### config.mk
export PLATFORM = sky130hd
export DESIGN_NAME = tpmem_pingpong_flat
export DESIGN_NICKNAME = d
export VERILOG_FILES = /design/src/rtl/tpmem_pingpong_if.sv /design/src/rtl/tpmem_pingpong.sv /design/src/flat_wrapper.sv
export SDC_FILE = /design/constraint.sdc
export NUM_CORES = 2
export LEC_CHECK = 0
export ABC_AREA = 1
export CAP_MARGIN = 20
export CELL_PAD_IN_SITES_DETAIL_PLACEMENT = 0
export CELL_PAD_IN_SITES_GLOBAL_PLACEMENT = 1
export CORE_UTILIZATION = 44
export DETAILED_ROUTE_END_ITERATION = 6
export GPL_ROUTABILITY_DRIVEN = 1
export GPL_TIMING_DRIVEN = 1
export PLACE_DENSITY_LB_ADDON = 0.15
export SETUP_SLACK_MARGIN = 0.02
export SYNTH_ARGS = -nofsm -noshare
export SYNTH_HDL_FRONTEND = slang
export SYNTH_SLANG_ARGS = --single-unit
### constraint.sdc
create_clock -name i_clk -period 6.1 [get_ports i_clk]
set_input_delay 1.22 -clock i_clk [delete_from_list [all_inputs] [get_ports i_clk]]
set_output_delay 1.22 -clock i_clk [all_outputs]
set_load 0.005 [all_outputs]
### src/rtl/tpmem_pingpong_if.sv
// Row-in / beat-out streaming bus of the transpose buffer.
// The master side supplies rows and downstream ready; the slave side is the buffer.
interface tpmem_pingpong_if #(
    parameter int BW = 12,
    parameter int N  = 8
);
    logic [N*BW-1:0] i_data;
    logic            i_valid;
    logic            i_mode;
    logic            o_ready;
    logic [N*BW-1:0] o_data;
    logic            o_valid;
    logic            i_ready;

    modport slave  (input  i_data, i_valid, i_mode, i_ready,
                    output o_ready, o_data, o_valid);
    modport master (output i_data, i_valid, i_mode, i_ready,
                    input  o_ready, o_data, o_valid);
endinterface

### src/rtl/tpmem_pingpong.sv
// N x N transpose buffer with two ping-pong banks.
// Rows of one block fill one bank while the other bank drains column by column
// (or row by row in pass-through mode), giving one beat per cycle when streaming.
module tpmem_pingpong #(
    parameter int BW = 12,
    parameter int N  = 8
) (
    input  logic             i_clk,
    input  logic             i_Reset,
    tpmem_pingpong_if.slave  bus
);
    localparam int AW = $clog2(N);
    localparam logic [AW-1:0] LAST = AW'(N - 1);

    // element 0 sits in the top slot, so element c of a row is index N-1-c
    typedef logic [N-1:0][BW-1:0] row_t;

    row_t            mem [2][N];
    logic [1:0]      full;
    logic [1:0]      mode;
    logic            wr_sel, rd_sel;
    logic [AW-1:0]   wr_cnt, rd_cnt;
    row_t            o_data_q;
    logic            o_valid_q;

    logic            wr_acc, rd_load;
    row_t            col_beat, row_beat;

    assign bus.o_ready = ~full[wr_sel] & ~i_Reset;
    assign bus.o_data  = o_data_q;
    assign bus.o_valid = o_valid_q;

    assign wr_acc  = bus.i_valid & bus.o_ready;
    assign rd_load = full[rd_sel] & (~o_valid_q | bus.i_ready);

    // pass-through beat is the stored row itself
    assign row_beat = mem[rd_sel][rd_cnt];

    // column gather: output element r comes from row r, element rd_cnt.
    // Element rd_cnt lives at index N-1-rd_cnt, which is ~rd_cnt since N is a power of two.
    for (genvar r = 0; r < N; r++) begin : g_col
        assign col_beat[N-1-r] = mem[rd_sel][r][~rd_cnt];
    end

    // bank storage: accepted row goes to the write bank at the current row slot
    always_ff @(posedge i_clk) begin
        if (wr_acc)
            mem[wr_sel][wr_cnt] <= bus.i_data;
    end

    // write/read sequencing, bank flags and the registered output stage
    always_ff @(posedge i_clk) begin
        if (i_Reset) begin
            full      <= '0;
            mode      <= '0;
            wr_sel    <= 1'b0;
            rd_sel    <= 1'b0;
            wr_cnt    <= '0;
            rd_cnt    <= '0;
            o_valid_q <= 1'b0;
            o_data_q  <= '0;
        end else begin
            if (wr_acc) begin
                if (wr_cnt == '0)
                    mode[wr_sel] <= bus.i_mode;
                if (wr_cnt == LAST) begin
                    // writer never targets a full bank, so this cannot collide
                    // with the read side clearing the same flag
                    full[wr_sel] <= 1'b1;
                    wr_sel       <= ~wr_sel;
                    wr_cnt       <= '0;
                end else begin
                    wr_cnt <= wr_cnt + 1'b1;
                end
            end
            if (rd_load) begin
                o_data_q  <= mode[rd_sel] ? row_beat : col_beat;
                o_valid_q <= 1'b1;
                if (rd_cnt == LAST) begin
                    full[rd_sel] <= 1'b0;
                    rd_sel       <= ~rd_sel;
                    rd_cnt       <= '0;
                end else begin
                    rd_cnt <= rd_cnt + 1'b1;
                end
            end else if (bus.i_ready) begin
                o_valid_q <= 1'b0;
            end
        end
    end
endmodule

### src/flat_wrapper.sv
// flat-port wrapper written by rule: the top's interface ports become plain ports
module tpmem_pingpong_flat 
#(
    parameter int BW = 12,
    parameter int N  = 8
)
  (i_clk, i_Reset, bus_i_data, bus_i_valid, bus_i_mode, bus_i_ready, bus_o_ready, bus_o_data, bus_o_valid);
  tpmem_pingpong_if #(.BW(BW), .N(N)) bus_i ();
  input  logic i_clk;
  input  logic i_Reset;
  input wire logic [$bits(bus_i.i_data)-1:0] bus_i_data;
  input wire logic [$bits(bus_i.i_valid)-1:0] bus_i_valid;
  input wire logic [$bits(bus_i.i_mode)-1:0] bus_i_mode;
  input wire logic [$bits(bus_i.i_ready)-1:0] bus_i_ready;
  output wire logic [$bits(bus_i.o_ready)-1:0] bus_o_ready;
  output wire logic [$bits(bus_i.o_data)-1:0] bus_o_data;
  output wire logic [$bits(bus_i.o_valid)-1:0] bus_o_valid;
  assign bus_i.i_data = bus_i_data;
  assign bus_i.i_valid = bus_i_valid;
  assign bus_i.i_mode = bus_i_mode;
  assign bus_i.i_ready = bus_i_ready;
  assign bus_o_ready = bus_i.o_ready;
  assign bus_o_data = bus_i.o_data;
  assign bus_o_valid = bus_i.o_valid;
  tpmem_pingpong #(.BW(BW), .N(N)) u_core (.i_clk(i_clk), .i_Reset(i_Reset), .bus(bus_i));
endmodule
==> metrics <==
Sequential Power Share=52.2%; die width=416 um; Clk pin slew, worst setup/hold paths=0.05 ns; Mapped Area=75400 um^2; clock root cell=clkbuf_16; critical path class=flop to primary output; library cells used by synthesis=22; initial antenna violation count=34; status=complete, but fails checks; gr usage total=28.6%; Area Overhead vs Synth=12.3%; row cnt=151; max-slew violations=0; CP delay by family, top=buffers and inverters; violated checks=design-rule violations; register area share after synthesis=64.1%; WP data arrival=3.30 ns; H-tree depth=4; #FFs+latches synth=1646; Nets=7941; Hold Path Depth=2; R2R Path Start=u_core.wr_sel; vias per std cell=5.47; worst-margin pin slew=1.30 ns; final core occ=49.9%; power per cell area=282 nW/um^2; Setup WS pre-CTS=1.89 ns; Detail Route Antenna Nets=0; number of buffers created by CTS=179; Critical R2R Capture=u_core.mem[0][71]; hold path startpoint=u_core.mode[1]; DRT Pass-1 Iters=7; commonest non-fill, non-tap cell in the layout=nand3_1; Cells after Synth=7851; Buf/Inv on CP=2; P_leak=0.0346 uW; most frequent cells in the layout=2219 x nand3_1, 2079 x nand2_1, 1536 x edfxtp_1; maximum number of pins on one net before global-route repair=190; Switch Pwr=5070 uW; Max Buffers Root-to-Sink=3; Final Hold Viols=0; die area=173000 um^2; CTS tree=done; post-route minimum period=4.52 ns; Final Worst Setup Slack=1.58 ns; Crit path required time=4.88 ns; GP Congestion=0.823; initial core utilization=44.4%; via count=55866; Gate power share=3.3%; setup violators final=0; Die H=416 um; Critical Path Fanout Max=13; fin crit share=74.2%; Reg2Reg Setup Slack=2.01 ns; Worst Reg-to-Reg Cells=9; post_cts resized=0; syn avg cell area=9.61 um^2; clk sink count=1646; crit start category=flop; wire per inst=24.4 um; CP Capture Type=primary output; I/O pins=199; Max Cap Violations=0; # fillers=15333; Clk pwr share=44.6%; vias in the first global route=51903; Clock Skew=0.0299 ns; TNS Setup=0 ns; DRT Wirelength=249 mm; Sw Share=21.2%; hold slack=0.460 ns; Final HPWL DP=149 mm; Clock Latency Late Sink=0.82 ns; Slew HR=13.1%; Power Total=23800 uW; Synth warnings=0; critical-path cell list=inv_1, a21oi_1, clkdlybuf4s50_1; gr ovfl total=0; Synth Net Count=7957; Worst Hold Class=flop to flop; Core ar.=170000 um^2; global-route wire length before repair=362 mm; end of the worst hold path=u_core.mode[1]; Max Freq=221 MHz; initial detailed-routing violation count=6240; RSZ-0062 raised after global routing=false; CTS Hold Bufs=0; residual DRC count=2; Post-CTS Setup Bufs=0; worst vdd ir=354 uV; slowest CP cell=dfxtp_1; share of layout cells above drive strength 1=4.55%; number of port buffers=198; P_int=18800 uW; CP max stage delay=0.95 ns
cell families (layout without fill, tap and decap cells):
kind of cell             Yosys count  after routing  synth area share, %
AO/OA/AOI/OAI                    235            235                 1.57
AND/OR/NAND/NOR                 4355           4355                 25.4
buffers and inverters           1610           1742                 8.92
other                              0              5                    0
adder cells (fa/ha/maj)            5              5               0.0829
flip-flops                      1646           1646                 64.1
per-layer routing:
layer	up-vias	global-route usage [%]	part of all wire, %
met5	-	0	0.061
met4	22	10.5	3.6
met3	374	4.96	7.8
met2	2256	43.0	44
met1	27012	41.4	44
li1	26202	-	-
state kept, by name, summed over array words and instances (netlist names), named ones only:
name,count
u_core.bus.o_valid,1
u_core.wr_sel,1
u_core.mode,2
u_core.rd_sel,1
u_core.bus.o_data,96
u_core.wr_cnt,3
u_core.mem,1536
u_core.rd_cnt,3
u_core.full,2
cells in the mapped netlist:
library cell,instances,area (um^2)
buf_1,38,143
edfxtp_1,1536,46100
inv_1,1126,4230
buf_12,1,20.0
buf_6,38,428
a21oi_1,110,551
nor3_1,1,5.00
buf_2,268,1340
dfxtp_1,110,2200
clkbuf_1,121,454
buf_4,14,105
inv_2,4,15.0
o21ai_0,116,581
nor2_2,1,6.26
a211oi_1,2,15.0
nor2_1,53,199
ha_1,5,62.6
o21ai_2,1,8.76
nand3_1,2219,11100
nand2_1,2079,7800
o21ai_1,6,30.0
nand4_1,2,12.5
how the worst max path moves through the flow:
stage	cells past startpoint	slack, ns	endpoint	from
floorplan	9	-0.52	u_core.mem[0][0]	i_Reset
global placement	11	1.85	u_core.mem[0][49]	i_Reset
detailed placement	11	1.89	u_core.mem[0][60]	i_Reset
CTS	3	1.50	bus_o_ready	u_core.wr_sel
global route	3	1.40	bus_o_ready	u_core.wr_sel
finish	3	1.58	bus_o_ready	u_core.wr_sel
area by class of cell:
type	count	area [um^2]	share of cell area, %
Antenna cell	5	12.5	0.0148
Sequential cell	1646	48300	57.1
Tap cell	2218	2780	3.28
Timing Repair Buffer	283	3100	3.65
Clock inverter	92	769	0.909
Clock buffer	237	4920	5.80
Multi-Input combinational cell	4595	20500	24.2
Inverter	1130	4280	5.05
tightest hold or removal path, cell delays in order (launching register included):
cell     delay (ns)
dfxtp_1        0.31
inv_1          0.05
a21oi_1        0.05
metrics by stage:
stage                     std cells  instance area (um^2)
after floorplan                7851                 75400
after global placement         9872                 79000
after detailed placement       9872                 79000
after CTS                     10201                 84700
after global routing          10201                 84700
final                         10206                 84700
power groups by stage:
stage / clock (uW) / combinational, uW / sequential (uW)
6_report: 10600 / 783 / 12400
5_1_grt: 11200 / 837 / 12400
4_1_cts: 10800 / 790 / 12400
3_5_place_dp: 0 / 789 / 12700
3_3_place_gp: 0 / 782 / 12700
2_1_floorplan: 0 / 285 / 12700
Power figures use the tool's default switching activity.
